<file path="src/rtl/led_ctrl_pkg.sv">
// Shared types and constants for the LED pattern engine and its register port.
package led_ctrl_pkg;

  typedef enum logic [1:0] {
    MODE_STATIC = 2'd0,
    MODE_BLINK  = 2'd1,
    MODE_SCAN   = 2'd2,
    MODE_PWM    = 2'd3
  } led_mode_t;

  typedef enum logic {
    DIR_UP   = 1'b0,
    DIR_DOWN = 1'b1
  } scan_dir_t;

  localparam logic [1:0] ADDR_MODE    = 2'd0;
  localparam logic [1:0] ADDR_PATTERN = 2'd1;
  localparam logic [1:0] ADDR_PERIOD  = 2'd2;
  localparam logic [1:0] ADDR_DUTY    = 2'd3;

  localparam int PERIOD_W = 16;

  // A period of zero ticks has no meaning, so it is stored as one tick.
  function automatic logic [PERIOD_W-1:0] clamp_period(input logic [PERIOD_W-1:0] value);
    return (value == '0) ? PERIOD_W'(1) : value;
  endfunction

endpackage

</file>
<file path="src/rtl/led_tick_gen.sv">
// Free-running prescaler: tick is high for one clk out of every TICK_DIV.
module led_tick_gen #(
  parameter int TICK_DIV = 100000
) (
  input  logic clk,
  input  logic reset,
  output logic tick
);

  localparam int CNT_W = $clog2(TICK_DIV);
  localparam logic [CNT_W-1:0] LAST = CNT_W'(TICK_DIV - 1);

  logic [CNT_W-1:0] cnt;

  always_ff @(posedge clk or posedge reset) begin
    if (reset) begin
      cnt <= '0;
    end else if (cnt == LAST) begin
      cnt <= '0;
    end else begin
      cnt <= cnt + 1'b1;
    end
  end

  assign tick = (cnt == LAST);

endmodule

</file>
<file path="src/rtl/led_pattern_ctrl.sv">
// LED pattern engine: static, blink, bounce-scan and PWM-dim modes over NUM_LED
// outputs, configured through a four-register write port and paced by a shared tick.
module led_pattern_ctrl
  import led_ctrl_pkg::*;
#(
  parameter int NUM_LED  = 4,
  parameter int TICK_DIV = 100000,
  parameter int PWM_BITS = 8
) (
  input  logic               clk,
  input  logic               reset,
  input  logic               cfg_we,
  input  logic [1:0]         cfg_addr,
  input  logic [15:0]        cfg_wdata,
  output logic               cfg_ack,
  output logic               tick,
  output logic [NUM_LED-1:0] led
);

  localparam int POS_W = (NUM_LED > 1) ? $clog2(NUM_LED) : 1;
  localparam logic [POS_W-1:0] POS_LAST = POS_W'(NUM_LED - 1);

  led_mode_t             mode_q;
  logic [NUM_LED-1:0]    pattern_q;
  logic [PERIOD_W-1:0]   period_q;
  logic [PWM_BITS-1:0]   duty_q;

  logic [PERIOD_W-1:0]   tcnt_q, tcnt_d;
  logic                  phase_q, phase_d;
  logic [POS_W-1:0]      pos_q, pos_d;
  scan_dir_t             dir_q, dir_d;
  logic [PWM_BITS-1:0]   pwm_q;
  logic [NUM_LED-1:0]    led_d;
  logic                  restart;
  logic                  step;

  led_tick_gen #(
    .TICK_DIV(TICK_DIV)
  ) u_tick_gen (
    .clk  (clk),
    .reset(reset),
    .tick (tick)
  );

  assign restart = cfg_we && ((cfg_addr == ADDR_MODE) || (cfg_addr == ADDR_PERIOD));

  always_ff @(posedge clk or posedge reset) begin
    if (reset) begin
      mode_q    <= MODE_STATIC;
      pattern_q <= '0;
      period_q  <= PERIOD_W'(1);
      duty_q    <= '0;
      cfg_ack   <= 1'b0;
    end else begin
      cfg_ack <= cfg_we;
      if (cfg_we) begin
        case (cfg_addr)
          ADDR_MODE:    mode_q    <= led_mode_t'(cfg_wdata[1:0]);
          ADDR_PATTERN: pattern_q <= NUM_LED'(cfg_wdata);
          ADDR_PERIOD:  period_q  <= clamp_period(cfg_wdata);
          ADDR_DUTY:    duty_q    <= PWM_BITS'(cfg_wdata);
          default:      ;
        endcase
      end
    end
  end

  // A restart beats a coincident tick, so that tick never reaches the counter.
  always_comb begin
    tcnt_d  = tcnt_q;
    phase_d = phase_q;
    pos_d   = pos_q;
    dir_d   = dir_q;
    step    = 1'b0;

    if (restart) begin
      tcnt_d  = '0;
      phase_d = 1'b1;
      pos_d   = '0;
      dir_d   = DIR_UP;
    end else if (tick) begin
      if (tcnt_q == period_q - 1'b1) begin
        tcnt_d = '0;
        step   = 1'b1;
      end else begin
        tcnt_d = tcnt_q + 1'b1;
      end
    end

    if (step) begin
      phase_d = ~phase_q;
      if (NUM_LED > 1) begin
        if (dir_q == DIR_UP) begin
          if (pos_q == POS_LAST) begin
            pos_d = pos_q - 1'b1;
            dir_d = DIR_DOWN;
          end else begin
            pos_d = pos_q + 1'b1;
          end
        end else begin
          if (pos_q == '0) begin
            pos_d = pos_q + 1'b1;
            dir_d = DIR_UP;
          end else begin
            pos_d = pos_q - 1'b1;
          end
        end
      end
    end
  end

  always_comb begin
    led_d = '0;
    case (mode_q)
      MODE_STATIC: led_d = pattern_q;
      MODE_BLINK:  led_d = phase_q ? pattern_q : '0;
      MODE_SCAN:   led_d = NUM_LED'(1) << pos_q;
      MODE_PWM:    led_d = (pwm_q < duty_q) ? pattern_q : '0;
      default:     led_d = '0;
    endcase
  end

  // The PWM counter free-runs in every mode; it is never restarted by writes.
  always_ff @(posedge clk or posedge reset) begin
    if (reset) begin
      tcnt_q  <= '0;
      phase_q <= 1'b1;
      pos_q   <= '0;
      dir_q   <= DIR_UP;
      pwm_q   <= '0;
      led     <= '0;
    end else begin
      tcnt_q  <= tcnt_d;
      phase_q <= phase_d;
      pos_q   <= pos_d;
      dir_q   <= dir_d;
      pwm_q   <= pwm_q + 1'b1;
      led     <= led_d;
    end
  end

endmodule

</file>
<file path="config.mk">
export PLATFORM = sky130hd
export DESIGN_NAME = led_pattern_ctrl
export DESIGN_NICKNAME = d
export VERILOG_FILES = /design/src/rtl/led_ctrl_pkg.sv /design/src/rtl/led_tick_gen.sv /design/src/rtl/led_pattern_ctrl.sv
export SDC_FILE = /design/constraint.sdc
export NUM_CORES = 1
export LEC_CHECK = 0
export CAP_MARGIN = 25
export CORE_MARGIN = 2
export CORE_UTILIZATION = 30
export DETAILED_ROUTE_END_ITERATION = 10
export GPL_ROUTABILITY_DRIVEN = 1
export PLACE_DENSITY_LB_ADDON = 0.15
export SLEW_MARGIN = 20
export SYNTH_ARGS = -nofsm -noshare
export SYNTH_HDL_FRONTEND = slang
export SYNTH_SLANG_ARGS = --single-unit
export TNS_END_PERCENT = 30
</file>
<file path="constraint.sdc">
create_clock -name clk -period 3.17 [get_ports clk]
set_input_delay 0.634 -clock clk [delete_from_list [all_inputs] [get_ports clk]]
set_output_delay 0.634 -clock clk [all_outputs]
set_load 0.1 [all_outputs]
</file>
==> results.json <==
{
  "status": "complete, no violations",
  "antenna_found_initial": 0,
  "hold_class": "flop to flop",
  "syn-instance-count": 409,
  "fillCellCount": 1391,
  "syn_area_um2": 4310,
  "grtUsageTotal_pct": 13.9,
  "slowest_delay_ps": 560,
  "critPathRequiredTime_ps": 3400,
  "synthTopCellsByArea": "dfrtp_1 45%, mux2_2 7.6%, xnor2_1 5.9%",
  "power_w": 0.00293,
  "cts_max_level": 3,
  "numCtsBuffers": 9,
  "critPathMostFrequentCell": "a2111oi_4",
  "switching_power_w": 0.000835,
  "start_util_pct": 30.9,
  "ys_ff_latch": 80,
  "synth-edff-count": 0,
  "layout.nets": 485,
  "regArea_um2": 2000,
  "cts_tree": "built",
  "antenna_left": 0,
  "synth_top_area_share_pct": 45.3,
  "crit_path_max_fanout": 5,
  "grt_pass1_wl_um": 16200,
  "synth_seq_area_share_pct": 46.5,
  "num_io_pins": 27,
  "critical_path_class": "flop to flop",
  "cts_num_sinks": 80,
  "fp.dieW_um": 124,
  "portBuffers": 26,
  "critPathBufInv": 1,
  "synthFlopType": "dfrtp_1",
  "p_leak_nw": 2.21,
  "drive_gt1_share_pct": 17.9,
  "ff2ff_path_depth": 9,
  "worstPathCellList": "inv_1, ha_1, nor3b_1, xnor2_1, or4_4, a2111oi_4, and4_2, a31oi_4, a2111oi_4",
  "power_frac_seq_pct": 42.1,
  "wl_per_cell_um": 15.2,
  "globalplace.congestion": 0.792,
  "cp_top_family": "simple AND/OR/NAND/NOR gates",
  "cts.path.max_buffers": 2,
  "vias_per_cell": 5.00,
  "synthArstFlopShare_pct": 100,
  "final_util_pct": 37.4,
  "cp.arrival_ps": 3200,
  "synth_cell_types": 56,
  "fin_crit_ps": 2970,
  "grt_pass1_vias": 3107,
  "setup_tns_ps": 0,
  "switching_share_pct": 28.5,
  "hold_ws_ps": 485,
  "clkLatencyLatePin_ps": 330,
  "overflow": 0,
  "peakVddDrop_uv": 285,
  "worstSetupPathDepth": 9,
  "pwr-share-comb_pct": 19.1,
  "fin_cells": 638,
  "syn2layout_area_growth_pct": 20.9,
  "ys_warn_count": 0,
  "rows": 43,
  "setup_viol": 0,
  "num_vias": 3188,
  "clk_pin_slew_ps": 60,
  "slew_viol_final": 0,
  "syn_area_per_cell_um2": 10.5,
  "fin_skew_ps": 4.50,
  "final_cell_mix": "78 x dfrtp_1, 33 x nand2_1, 29 x mux2_2, 29 x xnor2_1",
  "die_area_um2": 15300,
  "dieHeight_um": 124,
  "clockPowerShare_pct": 38.8,
  "cts_root_buffer": "clkbuf_16",
  "worstHoldPathCells": 1,
  "wl_um": 9710,
  "cap_violations": 0,
  "startpoint_type": "flop",
  "synth_nets": 441,
  "critPathCaptureType": "flop",
  "worst_pin_slew_ps": 548,
  "dr.pass1.iters": 4,
  "max_slew_margin_pct": 63.1,
  "multi_input_area_um2": 2200,
  "first_iter_violations": 185,
  "grt_setup_unrepaired": "no",
  "grt_max_degree": 31,
  "p_int_w": 0.00209,
  "powerDensity_nw_per_um2": 562,
  "coreArea_um2": 13900,
  "yosysTopAreaCell": "dfrtp_1",
  "drc": 0,
  "fin_crit_sh_pct": 93.7,
  "dpl.cell_count": 620,
  "layout_commonest_cell": "dfrtp_1",
  "place_hpwl_um": 7160,
  "fmax_mhz": 337,
  "slowest_stage": "dfstp_2",
  "n_antenna_cell": 0,
  "hold_violations": 0
}
power groups by stage:
stage / registers [W] / clock network, W / logic (W)
3_5_place_dp: 0.00125 / 0 / 0.000557
2_1_floorplan: 0.00133 / 0 / 0.000309
6_report: 0.00123 / 0.00114 / 0.000558
5_1_grt: 0.00125 / 0.00121 / 0.000613
4_1_cts: 0.00123 / 0.00117 / 0.000562
3_3_place_gp: 0.00125 / 0 / 0.000552
area by class of cell:
type | count | area share, %
Clock inverter | 3 | 1.25
Sequential cell | 80 | 38.5
Multi-Input combinational cell | 302 | 42.2
Clock buffer | 13 | 5.00
Inverter | 16 | 1.18
Timing Repair Buffer | 44 | 7.54
Tap cell | 180 | 4.32
worst paths after layout:
check / to / from / slack (ps)
max reg2reg: pos_q[1] / period_q[0] / 200
min reg2reg: u_tick_gen.cnt[0] / u_tick_gen.cnt[0] / 490
min: u_tick_gen.cnt[0] / u_tick_gen.cnt[0] / 490
max: pos_q[1] / period_q[0] / 200
max in group asynchronous: duty_q[5] / reset / 1800
min in group asynchronous: led[2] / reset / 680
per-layer routing:
metal	global-route usage (%)	vias to the layer above	wire (µm)
li1	-	1576	-
met1	19.8	1572	4980
met2	21.1	32	4350
met3	3.25	8	263
met4	4.33	0	114
met5	0	-	0
what timing repair did:
| action | 4_1_cts | 5_1_grt |
|---|---|---|
| resized for setup | 0 | 2 |
| setup buffers | 0 | 2 |
| hold buffers | 0 | 0 |
| setup endpoints to repair | 0 | 6 |
worst reg2reg max path: stages, from the launching register on:
cell       delay (ps)
dfstp_2           560
inv_1              60
ha_1              250
nor3b_1           170
xnor2_1           140
or4_4             550
a2111oi_4         330
and4_2            360
a31oi_4           110
a2111oi_4         320
state kept, by name, summed over array words and instances (netlist names):
signal and flops:
tcnt_q 16, dir_q 1, u_tick_gen.cnt 17, pattern_q 4, pwm_q 8, period_q 16
phase_q 1, led 4, mode_q 2, duty_q 8, cfg_ack 1, pos_q 2
kinds of logic after synthesis:
| kind of cell | count (synthesis) | synth area share (%) |
|---|---|---|
| xor+xnor | 44 | 8.95 |
| mux | 30 | 7.82 |
| simple gates | 163 | 21.6 |
| flops | 80 | 46.5 |
| fa+ha+maj | 11 | 3.20 |
| compound gates | 54 | 9.30 |
| buf+inv | 27 | 2.56 |
cells in the mapped netlist, types with 10 or more instances:
cell      n
dfrtp_1  78
nand2_1  33
mux2_2   29
xnor2_1  29
nand3_1  23
nor2_1   21
inv_1    16
xor2_1   15
a21oi_1  13
nor3_1   12
o21ai_0  12
ha_1     11
nand4_1  11
nor4_1   10
through the flow:
step | setup slack [ps] | instance area (µm²)
CTS | 144 | 5190
global placement | 221 | 4860
finish | 198 | 5210
global route | 16.3 | 5210
floorplan | 145 | 4310
detailed placement | 163 | 4860
No activity file was read; power rests on OpenSTA's default activity.
